===== src/rtl/pipelined_ripple_adder.sv =====
// rtl/pipelined_ripple_adder.sv - WIDTH-bit add/subtract rippled over NSTAGES registered chunks
// One global advance signal shifts every stage together, so backpressure stalls the whole pipe.
module pipelined_ripple_adder #(
    parameter int WIDTH      = 32,
    parameter int STAGE_BITS = 8
) (
    input  logic             clk,
    input  logic             rst,
    input  logic             in_valid,
    output logic             in_ready,
    input  logic [WIDTH-1:0] a,
    input  logic [WIDTH-1:0] b,
    input  logic             cin,
    input  logic             sub,
    output logic             out_valid,
    input  logic             out_ready,
    output logic [WIDTH-1:0] sum,
    output logic             cout,
    output logic             ovf
);

    localparam int NSTAGES = WIDTH / STAGE_BITS;
    localparam int LAST    = NSTAGES - 1;

    generate
        if (WIDTH % STAGE_BITS != 0) begin : g_bad_split
            $error("pipelined_ripple_adder: WIDTH must be a multiple of STAGE_BITS");
        end
    endgenerate

    logic                  v_q [NSTAGES];
    logic [WIDTH-1:0]      a_q [NSTAGES];
    logic [WIDTH-1:0]      b_q [NSTAGES];
    logic [WIDTH-1:0]      s_q [NSTAGES];
    logic                  c_q [NSTAGES];
    logic                  m_q;

    logic                  src_v [NSTAGES];
    logic [WIDTH-1:0]      src_a [NSTAGES];
    logic [WIDTH-1:0]      src_b [NSTAGES];
    logic [WIDTH-1:0]      src_s [NSTAGES];
    logic                  src_c [NSTAGES];
    logic [STAGE_BITS:0]   part  [NSTAGES];
    logic [WIDTH-1:0]      nxt_s [NSTAGES];
    logic                  m_nxt;
    logic                  adv;

    assign adv      = !out_valid || out_ready;
    assign in_ready = adv;

    // Stage 0 takes the operands straight from the ports; later stages take the previous register.
    always_comb begin
        src_v[0] = in_valid;
        src_a[0] = a;
        src_b[0] = sub ? ~b : b;
        src_c[0] = sub ? ~cin : cin;
        src_s[0] = '0;
        for (int k = 1; k < NSTAGES; k++) begin
            src_v[k] = v_q[k-1];
            src_a[k] = a_q[k-1];
            src_b[k] = b_q[k-1];
            src_s[k] = s_q[k-1];
            src_c[k] = c_q[k-1];
        end
        for (int k = 0; k < NSTAGES; k++) begin
            part[k] = {1'b0, src_a[k][k*STAGE_BITS +: STAGE_BITS]}
                    + {1'b0, src_b[k][k*STAGE_BITS +: STAGE_BITS]}
                    + {{STAGE_BITS{1'b0}}, src_c[k]};
            nxt_s[k] = src_s[k];
            nxt_s[k][k*STAGE_BITS +: STAGE_BITS] = part[k][STAGE_BITS-1:0];
        end
        // Carry into the MSB recovered from the MSB sum bit: s = a ^ b ^ c_in.
        m_nxt = src_a[LAST][WIDTH-1] ^ src_b[LAST][WIDTH-1] ^ part[LAST][STAGE_BITS-1];
    end

    always_ff @(posedge clk) begin
        if (rst) begin
            for (int k = 0; k < NSTAGES; k++) begin
                v_q[k] <= 1'b0;
                a_q[k] <= '0;
                b_q[k] <= '0;
                s_q[k] <= '0;
                c_q[k] <= 1'b0;
            end
            m_q <= 1'b0;
        end else if (adv) begin
            for (int k = 0; k < NSTAGES; k++) begin
                v_q[k] <= src_v[k];
                a_q[k] <= src_a[k];
                b_q[k] <= src_b[k];
                s_q[k] <= nxt_s[k];
                c_q[k] <= part[k][STAGE_BITS];
            end
            m_q <= m_nxt;
        end
    end

    assign out_valid = v_q[LAST];
    assign sum       = s_q[LAST];
    assign cout      = c_q[LAST];
    assign ovf       = c_q[LAST] ^ m_q;

endmodule


===== config.mk =====
export PLATFORM = sky130hd
export DESIGN_NAME = pipelined_ripple_adder
export DESIGN_NICKNAME = d
export VERILOG_FILES = /design/src/rtl/pipelined_ripple_adder.sv
export SDC_FILE = /design/constraint.sdc
export NUM_CORES = 1
export LEC_CHECK = 0
export CAP_MARGIN = 0
export CORE_ASPECT_RATIO = 0.5
export CORE_MARGIN = 3
export CORE_UTILIZATION = 55
export CTS_BUF_LIST = sky130_fd_sc_hd__clkbuf_4 sky130_fd_sc_hd__clkbuf_8 sky130_fd_sc_hd__clkbuf_16
export DETAILED_ROUTE_END_ITERATION = 7
export GPL_TIMING_DRIVEN = 1
export PLACE_DENSITY = 0.79
export SYNTH_ARGS = -nofsm -noshare
export SYNTH_HDL_FRONTEND = slang
export SYNTH_SLANG_ARGS = --single-unit

===== constraint.sdc =====
create_clock -name clk -period 9.89 [get_ports clk]
set_input_delay 2.967 -clock clk [delete_from_list [all_inputs] [get_ports clk]]
set_output_delay 2.967 -clock clk [all_outputs]
set_load 0.02 [all_outputs]

Word level (Yosys, flattened, before mapping):

Memory sizes are Yosys's and may differ from the RTL's.
Cells that the tools add are included.

* register bits: 1
* bits in writable memories: 392
* memories: 5

* $add $sub $neg: 8
* muxes and demuxes: 27
* bitwise gates (word level): 25
* reduce and logical (&&, ||, !) cells: 2

Memories
* a_q: depth 4, width 32, read ports 3, clocked after Yosys merged registers in 0, wr ports 4, line 32 `logic [WIDTH-1:0] a_q [NSTAGES];`
* b_q: depth 4, width 32, read ports 3, clocked after Yosys merged registers in 0, wr ports 4, line 33 `logic [WIDTH-1:0] b_q [NSTAGES];`
* s_q: depth 4, width 32, read ports 4, clocked after Yosys merged registers in 0, wr ports 4, line 34 `logic [WIDTH-1:0] s_q [NSTAGES];`
* c_q: depth 4, width 1, read ports 4, clocked after Yosys merged registers in 0, wr ports 4, line 35 `logic c_q [NSTAGES];`
* v_q: depth 4, width 1, read ports 4, clocked after Yosys merged registers in 0, wr ports 4, line 31 `logic v_q [NSTAGES];`

Operators with widths (number)
* 32-bit two-way mux: 13
* 8-bit by 8-bit adder with 9-bit output: 4
* 9-bit by 1-bit adder with 9-bit output: 4
* 32-bit NOT: 1
* 1-bit bitwise OR: 20
* 1-bit two-way mux: 14
* 1-bit bitwise XOR: 3
* 1-bit logical NOT: 1
* 1-bit logical OR: 1
* 1-bit NOT: 1

Logic depth before layout (Yosys ltp):

An unclocked memory read counts as a cell.

* depth in word-level cells: 7
* mapped depth: 9
* mapped depth without buffers: 7

Least setup slack after synthesis:

OpenSTA, ideal clock, no wires.

* path type: in2reg
* start point: input rst
* end point: memory a_q[0][10] (enable)
* setup time: 577 ps
* arrival: 7386 ps
* data required time: 9313 ps
* slack: 1926 ps
* cell stages on the path: 1
* path buffers: 0
* path through: nand2b_1

RTL lines
* start, declared: line 8 `input logic rst,`
* end, declared: line 32

Worst setup path in the final report:

* start point: input out_ready
* end point: output in_ready

* cells in the longest elaborated chain, start to end: 1

RTL lines
* start, declared: line 16 `input logic out_ready,`
* 1-bit logical OR: line 48 `assign adv = !out_valid || out_ready;`
* end, declared: line 10 `output logic in_ready,`

No other way between the ends.

==> metrics.csv <==
metric;value;unit
outcome;complete, no violations;
dominant delay contributor by cell family on the critical path;buffers and inverters;
endpoints failing setup;0;
RSZ-0062 raised after global routing;false;
max_cap viols;0;
Final HPWL DP;8610;µm
DIE AREA;16600;µm²
# clock sinks;185;
post-CTS sizing;0;
Final TNS setup;0;ns
worst hold start;b_q[0][30]$_SDFFCE_PN0P_;
first-pass GRT wire length;22300;µm
routed vias/inst;5.19;
Max clock buf depth;2;
WP data arrival;4.44;ns
Layout area overhead;21.6;%
PD cells;177;nW/µm²
post-CTS setup buffers;0;
Syn Nets;692;
Max IR drop VDD;0.129;mV
Final Max Slew Viols;0;
slowest stage delay, CP;0.56;ns
Worst Setup End Kind;output pin;
H-tree lvl count;4;
Unique masters post-synth;34;
core area;14100;µm²
Peak Freq;0.135;GHz
RR Startpoint;c_q[0]$_SDFFCE_PN0P_;
number of synthesized flops with an enable pin;184;
Min-Delay Endpoint;b_q[0][62]$_SDFFCE_PN0P_;
flops & latches, synth;185;
Crit Path Max Fanout;8;
n_diodes;0;
Crit path top cell by count;clkdlybuf4s50_1;
Antenna Nets Post-Route;0;
cell at the root of the clock tree;clkbuf_16;
fin nets;795;
io pins;106;
Worst-Margin Slew;1.10;ns
Pleak;4.04;nW
CP Buf/Inv Count;3;
drt wl/cell;15.4;µm
ys async rst share;0;
CTS tree;done;
total grt overflow;0;
Mapped Cells;586;
Synth Flop Type;edfxtp_1;
Starting Density;0.586;
DRC;0;
Die X-Extent;179;µm
Placer Congestion;0.808;
worst path cell trace;clkdlybuf4s50_1 -> nor2b_4 -> inv_1 -> clkdlybuf4s50_1;
initial antenna violation count;0;
Hold WC Path Type;flop to flop;
mapped cell area;8260;µm²
clock skew;0.00979;ns
syn avg cell area;14.1;µm²
Vias;4631;
FF-to-FF End;s_q[1][14]$_SDFFCE_PN0P_;
placed cells;862;
final wirelength;13700;µm
Die H;92.7;µm
min Tclk post-route;7.40;ns
largest net degree at the start of global routing;117;
Worst R2R Setup Slack;7.36;ns
Finished Layout Cells;892;
CTS Buf Count;17;
worst hold stages;1;
share of cells above drive strength 1;0.0543;
worst skew pair latency;0.42;ns
First DRT Iteration DRCs;289;
final hold violation count;0;
post-synthesis sequential area ratio;0.671;
Req. time, crit path;6.92;ns
number of port buffers;105;
1st-pass router iterations;4;
cell with the largest stage delay on the worst path;clkdlybuf4s50_1;
slew margin rel.;0.266;
CP Class;primary input to output pin;
Hold-fix buffers, CTS;0;
crit start category;primary input;
Clock Pin Slew Worst Setup and Hold Paths;0.06;ns
vias in the first global route;4548;
cell row count;30;
synth warn;0;
period utilization;0.749;
reg2reg path depth;6;
Tot GR Track Use;0.175;
## routing by layer
metal,vias up,share of wire,global-route usage
met3,33,0.041,0.0319
met5,-,0,0
met4,0,0.023,0.0733
met2,118,0.51,0.302
li1,2275,-,-
met1,2205,0.43,0.219
## placed cells by master (no fill, tap or decap), types with 3 or more instances in the layout
cell	netlist	layout
clkbuf_16	0	17
o21bai_1	4	4
mux2i_1	4	4
buf_4	0	3
or3_1	4	4
o2111ai_1	6	6
o21a_1	4	4
nor2_1	57	56
clkinv_4	0	3
xnor2_1	33	33
and2_1	132	132
a21oi_1	13	13
nand3_1	6	6
a211oi_1	9	9
inv_1	11	11
clkinvlp_4	0	3
edfxtp_1	184	184
o21ai_0	9	9
o31a_1	7	7
ha_1	28	28
xor2_1	11	11
nor3_1	4	4
nand2_1	10	10
fa_1	8	8
clkinv_1	0	3
clkdlybuf4s50_1	0	104
## worst max-delay path by stage
stage	startpoint	endpoint	slack (ns)	cells past startpoint
finish	out_ready	in_ready	2.49	4
CTS	out_ready	in_ready	2.47	4
floorplan	rst	a_q[0][10]$_SDFFCE_PN0P_	1.93	1
detailed placement	out_ready	in_ready	2.47	4
global route	out_ready	in_ready	2.43	4
global placement	out_ready	in_ready	2.51	4
## cell families (layout without fill, tap and decap cells)
kind of cell	after synthesis	after routing	synth area share
xor+xnor	44	44	0.0466
buf+inv	35	149	0.0174
fa+ha+maj	36	36	0.0618
simple gates	222	222	0.148
flops	185	185	0.671
compound gates	60	60	0.0500
mux	4	4	0.00485
## synth_stat cells (6+ instances only)
| master | count | area (µm²) |
|---|---|---|
| clkbuf_1 | 14 | 52.6 |
| buf_2 | 10 | 50.1 |
| o2111ai_1 | 6 | 52.6 |
| xnor2_1 | 33 | 289 |
| fa_1 | 8 | 160 |
| o31a_1 | 7 | 61.3 |
| nand2_1 | 10 | 37.5 |
| nor2_1 | 57 | 214 |
| a21oi_1 | 13 | 65.1 |
| and2_1 | 132 | 826 |
| a211oi_1 | 9 | 67.6 |
| nand3_1 | 6 | 30.0 |
| edfxtp_1 | 184 | 5530 |
| xor2_1 | 11 | 96.3 |
| o21ai_0 | 9 | 45.0 |
| ha_1 | 28 | 350 |
| inv_1 | 11 | 41.3 |
## layout make-up
cell class / count / area (µm²)
Clock buffer: 18 / 433
Fill cell: 925 / 4060
Timing Repair Buffer: 108 / 1070
Sequential cell: 185 / 5550
Tap cell: 192 / 240
Clock inverter: 12 / 129
Inverter: 11 / 41.3
Multi-Input combinational cell: 366 / 2590
## sequential cells by signal (all words and copies together) (netlist names)
signal / count
s_q: 80
a_q: 48
b_q: 48
c_q: 4
v_q: 4
m_q: 1
## report_power, final
| part | total [mW] | leakage, nW | internal (mW) | switching (mW) |
|---|---|---|---|---|
| Clock | 0.648 | 0.264 | 0.371 | 0.277 |
| Combinational | 0.187 | 1.58 | 0.0952 | 0.0921 |
| Sequential | 0.939 | 2.19 | 0.925 | 0.0144 |
## metrics by stage
stage / hold WS [ns] / utilization / instance area [µm²] / setup WS [ns] / power [mW]
floorplan: 0.486 / - / 8260 / 1.93 / 1.07
global placement: 0.499 / 0.672 / 9490 / 2.51 / 1.13
detailed placement: 0.502 / 0.672 / 9490 / 2.47 / 1.14
CTS: 0.513 / 0.712 / 10000 / 2.47 / 1.79
global route: 0.529 / 0.712 / 10000 / 2.43 / 1.85
finish: 0.513 / 0.712 / 10000 / 2.49 / 1.77
Power figures use the tool's default switching activity.
==> RTL edit 1 (same settings) <==
`WIDTH`: 32 -> 16.
--- a/src/rtl/pipelined_ripple_adder.sv
+++ b/src/rtl/pipelined_ripple_adder.sv
@@ -1,7 +1,7 @@
 // rtl/pipelined_ripple_adder.sv - WIDTH-bit add/subtract rippled over NSTAGES registered chunks
 // One global advance signal shifts every stage together, so backpressure stalls the whole pipe.
 module pipelined_ripple_adder #(
-    parameter int WIDTH      = 32,
+    parameter int WIDTH      = 16,
     parameter int STAGE_BITS = 8
 ) (
     input  logic             clk,
Interface: changed (resized a, b and sum); port bits go from 106 to 58. No check against the original RTL was run, so the function may have changed too.
==> RTL edit 1 against the original RTL <==
  * Sequential cell count shrank 140
  * Total power shrank 73%
  * Sequential power shrank 74%
  * Hold slack lost 0.023 ns
  * Wire length shrank 68%
  * Critical path depth is the same
  * Largest power group unchanged
  * Die area shrank 67%
  * Final area shrank 68%
  * Largest cell class unchanged
  * Area after synthesis shrank 70%
  * Setup slack gained 0.26 ns
==> RTL edit 1: results (changes against the original RTL) <==
- WL met1: 1880 µm (-68%)
- Non-clock buffers: 58 (-46%)
- Routed Wire Length: 4360 µm (-68%)
- Initial DRC count: 59 (-80%)
- Pre-CTS setup slack: 2.74 ns (+0.270 ns)
- Slew @ Worst Pin: 1.03 ns (-0.0731 ns)
- Clock slew at the register clock pins of the worst setup and hold paths: 0.08 ns (+0.02 ns)
- GRT Total Usage: 0.159 (-0.0158)
- Met2 wire length: 2260 µm (-68%)
- Unique cell type count in the Yosys netlist: 35 (+2.9%)
- Signal buffers share of area: 0.181 (+0.0744)
- Clock Skew: 0.00366 ns (-0.00614 ns)
- RR Endpoint: c_q[0][1]
- Clk Latency, worst-skew pair: 0.29 ns (-0.13 ns)
- Cells after synthesis: 208 (-65%)
- R2R setup slack: 7.35 ns (about the same)
- Fraction of layout cells with a size suffix above 1: 0.0412 (-0.0131)
- Outcome: completed
- First-pass GRT wire length: 6520 µm (-71%)
- VDD IR max: 0.0000894 V (-31%)
- Clock Tree Root: clkbuf_8
- Port Buf Inserts: 57 (-46%)
- Worst Path Max Fanout: 6 (-2)
- Hold_ws: 0.490 ns (-0.0229 ns)
- CTS Buf Count: 5 (-12)
- Minimum clock period: 7.14 ns (-0.264 ns)
- Synth top area cells: edfxtp_1, ha_1, and2_1, xor2_1, nor2_1
- GRT met1 Usage: 0.174 (-0.0453)
- Net Count, Synth: 264 (-62%)
- Leak: 1.30 nW (-68%)
- Hold Path End: m_q
- Largest regs: s_q (24), a_q (8), b_q (8)
- Clock network area share: 0.0286 (-0.0273)
- RR Startpoint: c_q[0][0]
- Hold path cells: 2 (+1)
- Vias in the first global route: 1477 (-68%)
- Grt met2 use: 0.320 (+0.0188)
- Avg WL per Cell: 13.6 µm (-12%)
- PwrDens: 152 nW/µm² (-14%)
- GRT met3 Usage: 0.0349 (+0.00299)
- Multi-input gate area: 1090 µm² (-58%)
- CLK BUF: 8 (-10)
-- RTL edit 1: changes by cell type after synthesis, sizes merged, moves of 9 or more --
cell	unedited run	this run
edfxtp	184	44
and2	132	21
nor2	57	24
xnor2	33	10
ha	28	14
a21oi	13	4
clkbuf	14	5
-- RTL edit 1: cell families (layout without fill, tap and decap cells) --
logic type                 count (synthesis)  count (layout)  synth area share
AOI/OAI and AO/OA                         34              34            0.0946
xor gates and xnor gates                  21              21            0.0739
adders and majority gates                 18              18             0.103
buffers and inverters                     15              74            0.0236
DFF                                       45              45             0.539
and+or+nand+nor                           75              75             0.166
-- RTL edit 1: critical path, cell delays in order --
cell             delay (ns)
clkdlybuf4s50_1        0.44
nor2b_4                0.18
inv_1                  0.05
clkdlybuf4s50_1        0.53
-- RTL edit 1: where the power goes --
group / total, mW / internal, mW / switching [mW]
clock: 0.115 / 0.0585 / 0.0563
combinational: 0.127 / 0.0645 / 0.0626
sequential: 0.243 / 0.236 / 0.00690
total: 0.485 / 0.359 / 0.126
==> RTL edit 2 (same flow settings) <==
Without the edit above. Register the output `ovf`; this adds one clock of latency there. The other outputs are not delayed to match.
--- a/src/rtl/pipelined_ripple_adder.sv
+++ b/src/rtl/pipelined_ripple_adder.sv
@@ -98,7 +98,9 @@
     assign out_valid = v_q[LAST];
     assign sum       = s_q[LAST];
     assign cout      = c_q[LAST];
-    assign ovf       = c_q[LAST] ^ m_q;
+    always_ff @(posedge clk) begin
+        ovf <= c_q[LAST] ^ m_q;
+    end
 
 endmodule
 
Function: changed (Yosys sat finds a counterexample within 10 cycles, from zero or initial values and one cycle with rst high).
==> RTL edit 2 against the original RTL <==
  * Area after synthesis rose by 0.24%
  * Cell count up 0.90%
  * Sequential power up 0.5%
  * Wire length shrank 0.73%
  * Total power about the same
  * Setup slack gained 0.024 ns
  * Clock skew barely moved
  * Maximum frequency grew 0.32%
  * Sequential cell count increased by 1
  * Final area rose by 0.19%
  * Critical path depth stayed put
  * Highest routed layer unchanged
==> RTL edit 2: results (changes against the original RTL) <==
- Seq/Total Area, Yosys: 0.672 (+0.000795)
- Synth top area cells: edfxtp_1, and2_1, ha_1, xnor2_1, nor2_1
- Worst r2r path cells: 5 (-1)
- Vias in the first global route: 4517 (-0.68%)
- RR Startpoint: v_q[3]
- Int Power: 1.38 mW (-0.97%)
- Slew @ Worst Pin: 1.06 ns (-0.0359 ns)
- Max incr delay on CP: 0.58 ns (+0.02 ns)
- R2R setup slack: 7.35 ns (about the same)
- Hold Startpoint: m_q
- Worst Path Max Fanout: 8 (unchanged)
- Largest net degree at the start of global routing: 80 (-32%)
- Placed cells: 869 (+0.81%)
- Vias: 4604 (-0.58%)
- Fin nets: 796 (+0.13%)
- Initial DRC count: 299 (+3.5%)
- EDFF count, synth: 184 (unchanged)
- Clock network power: 0.647 mW (about the same)
- Cts hold-fix bufs: 0 (unchanged)
- Combinational fraction of design power: 0.104 (-0.002)
- Leak: 4.06 nW (+0.38%)
- Avg WL per Cell: 15.1 µm (-1.6%)
- Cells after synthesis: 587 (+0.17%)
- Outcome: completed
- Hold Path End: ovf
- Fraction of layout cells with a size suffix above 1: 0.0598 (+0.00554)
- Initial antenna violation count: 0 (unchanged)
- Crit-path slowest cell: clkdlybuf4s50_1
- First-pass GRT wire length: 21900 µm (-1.8%)
- GP Congestion: 0.798 (-1.2%)
- Crit path DAT: 4.41 ns (-0.03 ns)
- Clock Skew: 0.00983 ns (+0.0000337 ns)
- Number of H-tree levels: 4 (unchanged)
- Net Count, Synth: 693 (+0.14%)
- VDD IR max: 0.000128 V (-0.74%)
[RTL edit 2: changes by cell type after synthesis, sizes merged]
cell | unedited run | this run
dfxtp | 1 | 2
[RTL edit 2: kinds of logic after synthesis]
family                   synth area share
multiplexers                      0.00483
buffers and inverters              0.0174
adder cells (fa/ha/maj)            0.0616
AO/OA/AOI/OAI                      0.0498
XOR/XNOR                           0.0465
flip-flops                          0.672
AND/OR/NAND/NOR                     0.148
[RTL edit 2: per-layer routing]
layer	vias to the layer above	GRT usage	wire length, µm	part of all wire
li1	2282	-	-	-
met1	2198	0.217	6120	0.45
met2	102	0.288	6730	0.49
met3	22	0.0330	547	0.040
met4	0	0.0598	208	0.015
met5	-	0	0	0
[RTL edit 2: through the flow]
| stage | util | cell area (µm²) | hold WS, ns | worst slack, ns |
|---|---|---|---|---|
| 2_1_floorplan | - | 8280 | 0.431 | 1.93 |
| 3_3_place_gp | 0.652 | 9520 | 0.463 | 2.51 |
| 3_5_place_dp | 0.652 | 9520 | 0.464 | 2.50 |
| 4_1_cts | 0.690 | 10100 | 0.473 | 2.50 |
| 5_1_grt | 0.690 | 10100 | 0.499 | 2.44 |
| 6_report | 0.690 | 10100 | 0.466 | 2.51 |
[RTL edit 2: worst max-delay path by stage]
stage	from	to	slack [ns]	cells past startpoint
floorplan	rst	a_q[0][10]	1.93	1
global route	out_ready	in_ready	2.44	4
finish	out_ready	in_ready	2.51	4
detailed placement	out_ready	in_ready	2.50	4
global placement	out_ready	in_ready	2.51	4
CTS	out_ready	in_ready	2.50	4
[RTL edit 2: area by class of cell]
cell class	count	area, µm²
tap	198	248
fill	1012	4520
timing repair buffer	108	1070
multi-input combinational	366	2590
clock buffer	19	440
clock inverter	12	113
sequential	186	5570
inverter	11	41.3
